$ cat src/rtl/biriscv_mul_issue_ctrl_pkg.sv
// Shared RV32M decode constants, FSM encodings and decode helpers for the
// multiplier issue controller.
package biriscv_mul_issue_ctrl_pkg;

  localparam logic [6:0] OPC_OP    = 7'b0110011;
  localparam logic [6:0] F7_MULDIV = 7'b0000001;
  localparam logic [2:0] F3_MUL    = 3'b000;
  localparam logic [2:0] F3_MULH   = 3'b001;
  localparam logic [2:0] F3_MULHSU = 3'b010;
  localparam logic [2:0] F3_MULHU  = 3'b011;

  localparam logic [1:0] ST_IDLE_ENC     = 2'd0;
  localparam logic [1:0] ST_DISPATCH_ENC = 2'd1;
  localparam logic [1:0] ST_WAIT_ENC     = 2'd2;
  localparam logic [1:0] ST_DRAIN_ENC    = 2'd3;

  typedef enum logic [1:0] {
    ST_IDLE     = ST_IDLE_ENC,
    ST_DISPATCH = ST_DISPATCH_ENC,
    ST_WAIT     = ST_WAIT_ENC,
    ST_DRAIN    = ST_DRAIN_ENC
  } state_t;

  function automatic logic is_muldiv(input logic [31:0] insn);
    return (insn[6:0] == OPC_OP) && (insn[31:25] == F7_MULDIV);
  endfunction

  function automatic logic is_mul(input logic [31:0] insn);
    return is_muldiv(insn) && (insn[14:12] == F3_MUL);
  endfunction

  // High-word variants share the encoding space but this multiplier only
  // produces the low word.
  function automatic logic is_mul_unsupported(input logic [31:0] insn);
    return is_muldiv(insn) &&
           ((insn[14:12] == F3_MULH) || (insn[14:12] == F3_MULHSU) ||
            (insn[14:12] == F3_MULHU));
  endfunction

endpackage

$ cat src/rtl/biriscv_mul_watchdog.sv
// Cycle counter for the multiplier wait window; flags the last allowed cycle.
// Latency: combinational timeout flag; no backpressure.
module biriscv_mul_watchdog #(
  parameter int TIMEOUT_CYCLES = 16
) (
  input  logic clk_i,
  input  logic rst_i,
  input  logic clear_i,
  input  logic count_i,
  output logic timeout_o
);

  localparam int CW = $clog2(TIMEOUT_CYCLES + 1);
  localparam logic [CW-1:0] LAST = CW'(TIMEOUT_CYCLES - 1);

  logic [CW-1:0] cnt_q;

  always_ff @(posedge clk_i) begin
    if (rst_i || clear_i) begin
      cnt_q <= '0;
    end else if (count_i) begin
      cnt_q <= cnt_q + CW'(1);
    end
  end

  // Fires during the TIMEOUT_CYCLES-th counted cycle, so the abort lands
  // after exactly that many cycles without a writeback.
  assign timeout_o = count_i && (cnt_q == LAST);

endmodule

$ cat src/rtl/biriscv_mul_issue_ctrl.sv
// Issue-side requester for the iterative multiplier: dispatches one MUL, tracks rd, writes back.
// Latency: dispatch 1 cycle after accept, rf write 1 cycle after wb; accept stalls while busy.
module biriscv_mul_issue_ctrl
  import biriscv_mul_issue_ctrl_pkg::*;
#(
  parameter int TIMEOUT_CYCLES = 16
) (
  input  logic        clk_i,
  input  logic        rst_i,
  input  logic        issue_valid_i,
  input  logic [31:0] issue_opcode_i,
  input  logic [31:0] issue_pc_i,
  input  logic [4:0]  issue_rd_idx_i,
  input  logic [4:0]  issue_ra_idx_i,
  input  logic [4:0]  issue_rb_idx_i,
  input  logic [31:0] issue_ra_operand_i,
  input  logic [31:0] issue_rb_operand_i,
  output logic        issue_accept_o,
  output logic        illegal_o,
  output logic        busy_o,
  output logic        pending_valid_o,
  output logic [4:0]  pending_rd_o,
  input  logic        flush_i,
  output logic        mul_opcode_valid_o,
  output logic [31:0] mul_opcode_opcode_o,
  output logic [31:0] mul_opcode_pc_o,
  output logic [4:0]  mul_opcode_rd_idx_o,
  output logic [4:0]  mul_opcode_ra_idx_o,
  output logic [4:0]  mul_opcode_rb_idx_o,
  output logic [31:0] mul_opcode_ra_operand_o,
  output logic [31:0] mul_opcode_rb_operand_o,
  input  logic        mul_wb_valid_i,
  input  logic [31:0] mul_wb_value_i,
  input  logic [4:0]  mul_wb_rd_idx_i,
  output logic        rf_wr_en_o,
  output logic [4:0]  rf_wr_idx_o,
  output logic [31:0] rf_wr_data_o,
  output logic        error_o
);

  state_t state_q, state_d;
  logic   idle, do_accept, do_illegal, wb_match, timeout;
  logic   wr_fire, err_fire, pend_clr;

  assign idle       = (state_q == ST_IDLE);
  assign do_accept  = issue_valid_i && idle && is_mul(issue_opcode_i) && !flush_i;
  assign do_illegal = issue_valid_i && idle && is_mul_unsupported(issue_opcode_i) && !flush_i;
  assign wb_match   = (mul_wb_rd_idx_i == mul_opcode_rd_idx_o);

  assign issue_accept_o     = do_accept;
  assign busy_o             = !idle;
  assign mul_opcode_valid_o = (state_q == ST_DISPATCH);

  biriscv_mul_watchdog #(
    .TIMEOUT_CYCLES(TIMEOUT_CYCLES)
  ) u_watchdog (
    .clk_i    (clk_i),
    .rst_i    (rst_i),
    .clear_i  (state_q == ST_DISPATCH),
    .count_i  ((state_q == ST_WAIT) || (state_q == ST_DRAIN)),
    .timeout_o(timeout)
  );

  always_ff @(posedge clk_i) begin
    if (rst_i) begin
      state_q <= ST_IDLE;
    end else begin
      state_q <= state_d;
    end
  end

  always_comb begin
    state_d  = state_q;
    wr_fire  = 1'b0;
    err_fire = 1'b0;
    pend_clr = 1'b0;
    case (state_q)
      ST_IDLE: begin
        if (do_accept) state_d = ST_DISPATCH;
      end
      ST_DISPATCH: begin
        if (flush_i) begin
          state_d  = ST_DRAIN;
          pend_clr = 1'b1;
        end else begin
          state_d = ST_WAIT;
        end
      end
      ST_WAIT: begin
        // A returning result beats a same-cycle flush: it has already retired.
        if (mul_wb_valid_i) begin
          state_d  = ST_IDLE;
          pend_clr = 1'b1;
          wr_fire  = wb_match;
          err_fire = !wb_match;
        end else if (timeout) begin
          state_d  = ST_IDLE;
          pend_clr = 1'b1;
          err_fire = 1'b1;
        end else if (flush_i) begin
          state_d  = ST_DRAIN;
          pend_clr = 1'b1;
        end
      end
      ST_DRAIN: begin
        if (mul_wb_valid_i) begin
          state_d = ST_IDLE;
        end else if (timeout) begin
          state_d  = ST_IDLE;
          err_fire = 1'b1;
        end
      end
      default: state_d = ST_IDLE;
    endcase
  end

  always_ff @(posedge clk_i) begin
    if (rst_i) begin
      illegal_o               <= 1'b0;
      error_o                 <= 1'b0;
      rf_wr_en_o              <= 1'b0;
      rf_wr_idx_o             <= '0;
      rf_wr_data_o            <= '0;
      pending_valid_o         <= 1'b0;
      pending_rd_o            <= '0;
      mul_opcode_opcode_o     <= '0;
      mul_opcode_pc_o         <= '0;
      mul_opcode_rd_idx_o     <= '0;
      mul_opcode_ra_idx_o     <= '0;
      mul_opcode_rb_idx_o     <= '0;
      mul_opcode_ra_operand_o <= '0;
      mul_opcode_rb_operand_o <= '0;
    end else begin
      illegal_o  <= do_illegal;
      error_o    <= err_fire;
      rf_wr_en_o <= wr_fire && (mul_opcode_rd_idx_o != 5'd0);
      if (wr_fire) begin
        rf_wr_idx_o  <= mul_wb_rd_idx_i;
        rf_wr_data_o <= mul_wb_value_i;
      end
      if (do_accept) begin
        pending_valid_o         <= 1'b1;
        pending_rd_o            <= issue_rd_idx_i;
        mul_opcode_opcode_o     <= issue_opcode_i;
        mul_opcode_pc_o         <= issue_pc_i;
        mul_opcode_rd_idx_o     <= issue_rd_idx_i;
        mul_opcode_ra_idx_o     <= issue_ra_idx_i;
        mul_opcode_rb_idx_o     <= issue_rb_idx_i;
        mul_opcode_ra_operand_o <= issue_ra_operand_i;
        mul_opcode_rb_operand_o <= issue_rb_operand_i;
      end else if (pend_clr) begin
        pending_valid_o <= 1'b0;
      end
    end
  end

endmodule

$ cat config.mk
export PLATFORM = sky130hd
export DESIGN_NAME = biriscv_mul_issue_ctrl
export DESIGN_NICKNAME = d
export VERILOG_FILES = /design/src/rtl/biriscv_mul_issue_ctrl_pkg.sv /design/src/rtl/biriscv_mul_watchdog.sv /design/src/rtl/biriscv_mul_issue_ctrl.sv
export SDC_FILE = /design/constraint.sdc
export NUM_CORES = 1
export LEC_CHECK = 0
export CAP_MARGIN = 20
export CORE_AREA = 2 2 146 148
export DETAILED_ROUTE_END_ITERATION = 7
export DIE_AREA = 0 0 148 150
export HOLD_SLACK_MARGIN = 0.05
export PLACE_DENSITY = 0.76
export SYNTH_ARGS = -nofsm -noshare
export SYNTH_HDL_FRONTEND = slang
export SYNTH_HIERARCHICAL = 1
export SYNTH_SLANG_ARGS = --single-unit
$ cat constraint.sdc
create_clock -name clk_i -period 4.1 [get_ports clk_i]
set_input_delay 1.23 -clock clk_i [delete_from_list [all_inputs] [get_ports clk_i]]
set_output_delay 1.23 -clock clk_i [all_outputs]
set_load 0.01 [all_outputs]
== After elaboration in Yosys (flattened, before gate mapping) ==
Cells that the tools add are included.
W data, S select, Z words.
Storage, ports and cells
  register bits: 191
  logic and storage cells: 71
  input bits: 185
Cells by class
  equal/unequal tests: 13
  $add $sub $neg: 1
  reduce and logical (&&, ||, !) cells: 22
  mux-type cells: 20
Operators with widths (count)
  $mux W2: 6
  $mux W1: 11
  $logic_and A1 B1 Y1: 10
  $pmux W2 S4: 1
  $eq A7 B1 Y1 const B: 1
  $eq A7 B6 Y1 const B: 1
  $eq A3 B2 Y1 const B: 2
  $add A5 B1 Y5 const B: 1
  $eq A5 B4 Y1 const B: 1
  $eq A5 B5 Y1: 1
  $reduce_bool A5 Y1: 1
  $eq A2 B2 Y1 const B: 2
  $logic_or A1 B1 Y1: 4
  $ne A4 B4 Y1 const B: 1
  $pmux W1 S2: 2
  $eq A3 B1 Y1 const B: 1
  $logic_not A1 Y1: 3
  $logic_not A3 Y1: 1
  $ne A3 B3 Y1 const B: 1
  $reduce_and A3 Y1: 1
  $eq A2 B1 Y1 const B: 1
  $logic_not A2 Y1: 1
  $ne A2 B2 Y1 const B: 1
  $reduce_bool A2 Y1: 1

== Longest topological paths before layout ==
  depth in word-level cells: 8
  mapped depth: 9
  mapped depth without buffers: 8

== Modules after synthesis ==
The synthesis kept the hierarchy.
Modules (own cells, without submodules)
  biriscv_mul_issue_ctrl: sequential area each 3723.6 um^2, instances 1, cells an instance 858, area each 7629.8 um^2
  biriscv_mul_watchdog: sequential area each 100.1 um^2, instances 1, cells an instance 25, area each 272.8 um^2

== Worst setup path before layout ==
Ideal clock, no wire load.
  path kind: input to output
  from: input issue_opcode_i[29]
  to: output issue_accept_o
  stages: 5
  buffers on the path: 2
  slack: 684 ps
  data required time: 2870 ps
  data arrival time: 2186 ps
  cells stage by stage: nor4b_2 nand3_1 buf_2 buf_2 nor2_1
Between the ends
  word-level cells in the longest chain between the ends: 5
Ends and longest elaborated chain
  start, declared: line biriscv_mul_issue_ctrl.sv:11  | input logic [31:0] issue_opcode_i,
  $eq A7 B1 Y1: line biriscv_mul_issue_ctrl_pkg.sv:25  | return (insn[6:0] == OPC_OP) && (insn[31:25] == F7_MULDIV);
  $logic_and A1 B1 Y1: line biriscv_mul_issue_ctrl_pkg.sv:25
  $logic_and A1 B1 Y1: line biriscv_mul_issue_ctrl_pkg.sv:29  | return is_muldiv(insn) && (insn[14:12] == F3_MUL);
  $logic_and A1 B1 Y1 (2 in a row): line biriscv_mul_issue_ctrl.sv:46  | assign do_accept = issue_valid_i && idle && is_mul(issue_opcode_i) && !flush_i;
  end, declared: line biriscv_mul_issue_ctrl.sv:18  | output logic issue_accept_o,
Every way passes these cells.

== Worst setup path in the final report ==
  from: input issue_opcode_i[27]
  to: output issue_accept_o
The elaborated chain is that of the path after synthesis.

==> flow_metrics.env <==
export IMPL_drt_vias_per_instance=5.37
export IMPL_grt_antenna_before_repair=2
export IMPL_synth_seq_area_share_pct=48.4
export IMPL_synth_avg_cell_area_um2=8.95
export IMPL_grt_setup_unrepaired="false"
export IMPL_netlist_instances=883
export IMPL_pin_count_of_the_biggest_net_entering_global_routing=131
export IMPL_final_cell_count_no_fill=1481
export IMPL_synth_lib_cells_used_distinct=43
export IMPL_core_area_um2=20700
export IMPL_syn2layout_area_growth_pct=56.7
export IMPL_netlist_area_leader_share_pct=48.4
export IMPL_async_flop_share_pct=0
export IMPL_drtIter0Drc=491
export IMPL_global_route_usage_met1_pct=28.3
export IMPL_clk_path_buf_depth=2
export IMPL_finalWirelength_um=27300
export IMPL_synth_yosys_warnings=6
export IMPL_wire_length_of_the_first_global_routing_pass_um=41600
export IMPL_synth_net_count=1075
export IMPL_via_count=7950
export IMPL_dp_cells=1446
export IMPL_io_pins=377
export IMPL_floorplan_die_height_um=150
export IMPL_tritoncts="yes"
export IMPL_slew_viol_final=0
export IMPL_crit_path_start_kind="primary input"
export IMPL_worst_setup_path_type="in2out"
export IMPL_worst_skew_pair_late_latency_ps=430
export IMPL_firstDrtPassIters=5
export IMPL_cap_violations=0
export IMPL_maxClockFrequency_mhz=256
export IMPL_critPathCaptureType="output port"
export IMPL_grt_use_met3_pct=7.84
export IMPL_leakage_nw=4.00
export IMPL_clkTransAtPathRegs_ps=70
export IMPL_grt_util_all_layers_pct=23.4
export IMPL_dieArea_um2=22200
export IMPL_globalRouteOverflowTotal=0
export IMPL_clock_sinks=191
export IMPL_min_period_ps=3910
export IMPL_placement_io_buffers=376
export IMPL_start_util_pct=38.2
export IMPL_clk_root_buffer_cell="sky130_fd_sc_hd__clkbuf_16"
export IMPL_grt_busiest_layer="met2"
export IMPL_path_max_fanout=2
export IMPL_wire_per_inst_um=18.4
export IMPL_pwr_dens_nw_per_um2=308
export IMPL_via_count_of_the_first_global_routing_pass=7787
export IMPL_layout_nets=1383
export IMPL_worst_pin_slew_ps=1080
export IMPL_drive_gt1_share_pct=5.32
export IMPL_cts_htree_levels=4
export IMPL_final_min_period_over_clock_period_pct=95.4
export IMPL_yosys_area_top_type="sky130_fd_sc_hd__dfxtp_1"
export IMPL_rows=53
export IMPL_ranking_of_synthesized_cells_by_area="sky130_fd_sc_hd__dfxtp_1 (48%), sky130_fd_sc_hd__nand4_1 (10%), sky130_fd_sc_hd__a21oi_1 (8.5%), sky130_fd_sc_hd__o21ai_1 (8.0%), sky130_fd_sc_hd__nand2b_1 (5.9%)"
export IMPL_syn_area_um2=7900
export IMPL_ir_worst_vdd_uv=261
export IMPL_synth_ff_latch_count=191
export IMPL_ys_dominant_reg_cell="sky130_fd_sc_hd__dfxtp_1"
export IMPL_status="finished clean"
export IMPL_overall_die_width_um=148
export IMPL_hold_worst_slack_ps=445
export IMPL_worst_endpoint_arrival_ps=2680
export IMPL_numCtsBuffers=17
export IMPL_setup_viol=0
export IMPL_groute_layer_met2_usage_pct=38.4
export IMPL_synth_edff_count=0
export IMPL_postRouteAntennaNets=0
export IMPL_fillerInstances=1799
export IMPL_crit_required_ps=2870
export IMPL_max_slew_margin_rel_pct=27.8
export IMPL_gp_congestion=0.768
export IMPL_drt_drc_violations_left=0
export IMPL_cts_hold_repair_buffers=0
export IMPL_hold_viol=0
export IMPL_final_tns_setup_ps=0
export IMPL_worst_clock_skew_ps=15.0
export IMPL_hold_path_class="reg2reg"
export IMPL_hpwl_um=18000
-- worst paths after layout --
kind	slack [ps]	cells past startpoint	start	endpoint
max reg2reg	1320	8	state_q[0]	mul_opcode_ra_operand_o[0]
max	190	6	issue_opcode_i[27]	issue_accept_o
min	440	2	mul_opcode_opcode_o[0]	mul_opcode_opcode_o[0]
min reg2reg	440	2	mul_opcode_opcode_o[0]	mul_opcode_opcode_o[0]
-- cells in the mapped netlist (6+ instances only) --
master,instances
sky130_fd_sc_hd__a21oi_1,134
sky130_fd_sc_hd__buf_1,12
sky130_fd_sc_hd__buf_2,31
sky130_fd_sc_hd__buf_4,11
sky130_fd_sc_hd__clkbuf_1,51
sky130_fd_sc_hd__dfxtp_1,191
sky130_fd_sc_hd__ha_1,7
sky130_fd_sc_hd__inv_1,11
sky130_fd_sc_hd__mux2i_1,38
sky130_fd_sc_hd__nand2b_1,75
sky130_fd_sc_hd__nand4_1,128
sky130_fd_sc_hd__nor2_1,8
sky130_fd_sc_hd__nor3b_1,14
sky130_fd_sc_hd__o21ai_1,126
sky130_fd_sc_hd__xnor2_1,6
-- routing by layer --
metal / vias up / part of all wire (%)
li1: 3806 / -
met1: 3750 / 41
met2: 344 / 47
met3: 50 / 8.9
met4: 0 / 3.2
met5: - / 0
-- placed cells by master, fill, tap and decap left out, types with 3 or more instances in the layout --
cell | Yosys | final
sky130_fd_sc_hd__clkbuf_16 | 0 | 17
sky130_fd_sc_hd__a21oi_1 | 134 | 134
sky130_fd_sc_hd__o21ai_1 | 126 | 126
sky130_fd_sc_hd__nor2_1 | 8 | 8
sky130_fd_sc_hd__clkdlybuf4s50_1 | 0 | 374
sky130_fd_sc_hd__buf_12 | 0 | 6
sky130_fd_sc_hd__ha_1 | 7 | 7
sky130_fd_sc_hd__mux2i_1 | 38 | 38
sky130_fd_sc_hd__clkinvlp_4 | 0 | 3
sky130_fd_sc_hd__nand2b_1 | 75 | 75
sky130_fd_sc_hd__inv_8 | 0 | 3
sky130_fd_sc_hd__nor3b_1 | 14 | 14
sky130_fd_sc_hd__nand4_1 | 128 | 128
sky130_fd_sc_hd__inv_1 | 11 | 11
sky130_fd_sc_hd__clkinv_4 | 0 | 3
sky130_fd_sc_hd__xnor2_1 | 6 | 6
sky130_fd_sc_hd__buf_4 | 11 | 14
sky130_fd_sc_hd__nand2_1 | 3 | 3
sky130_fd_sc_hd__dfxtp_1 | 191 | 191
-- state kept, by name, indices dropped and copies added (netlist names) --
register and cells:
error_o 1, illegal_o 1, mul_opcode_opcode_o 32, mul_opcode_pc_o 32
mul_opcode_ra_idx_o 5, mul_opcode_ra_operand_o 32, mul_opcode_rb_idx_o 5, mul_opcode_rb_operand_o 32
mul_opcode_rd_idx_o 5, pending_valid_o 1, rf_wr_data_o 32, rf_wr_en_o 1
rf_wr_idx_o 5, state_q 2, u_watchdog/cnt_q 5
-- stage by stage --
stage	setup WS (ps)	utilization, %	cell area (um2)	total power, mW
finish	187	59.8	12400	3.82
global route	147	59.8	12400	3.95
CTS	181	59.8	12400	3.86
detailed placement	-160	56.9	11800	2.18
global placement	-204	56.9	11800	2.18
floorplan	684	-	7900	1.97
-- final cells by class --
type | count | area [um2] | share of cell area (%)
Tap cell | 275 | 344 | 2.78
Multi-Input combinational cell | 574 | 3590 | 29.0
Clock buffer | 18 | 439 | 3.55
Inverter | 11 | 41.3 | 0.334
Clock inverter | 14 | 151 | 1.22
Sequential cell | 191 | 3820 | 30.9
Antenna cell | 2 | 5.00 | 0.0404
Timing Repair Buffer | 396 | 3990 | 32.2
-- where the power goes --
part | leakage (nW) | internal (mW) | switching [mW]
Sequential | 1.54 | 1.85 | 0.00000162
Clock | 0.282 | 0.878 | 0.804
Combinational | 2.18 | 0.182 | 0.102
Total | 4.00 | 2.91 | 0.905
-- critical path, stage by stage --
cell and delay [ps]:
sky130_fd_sc_hd__clkdlybuf4s50_1 450, sky130_fd_sc_hd__nor4b_4 360, sky130_fd_sc_hd__buf_4 180, sky130_fd_sc_hd__nand3_4 80, sky130_fd_sc_hd__nor2_1 110, sky130_fd_sc_hd__dlygate4sd2_1 270
-- timing repair --
action | CTS | global route
resized for setup | 2 | 0
setup endpoints to repair | 1 | 0
buffers inserted | 1 | 0
-- cell families (layout without fill, tap and decap cells) --
| logic type | count (synthesis) | in the layout | share of synthesized area [%] |
|---|---|---|---|
| buf+inv | 118 | 439 | 6.73 |
| fa+ha+maj | 7 | 7 | 1.11 |
| compound gates | 272 | 272 | 17.7 |
| xor+xnor | 6 | 6 | 0.665 |
| flops | 191 | 191 | 48.4 |
| other cells | 0 | 2 | 0 |
| simple gates | 249 | 249 | 20.2 |
| mux | 40 | 40 | 5.19 |
(Power assumes the default switching activity.)
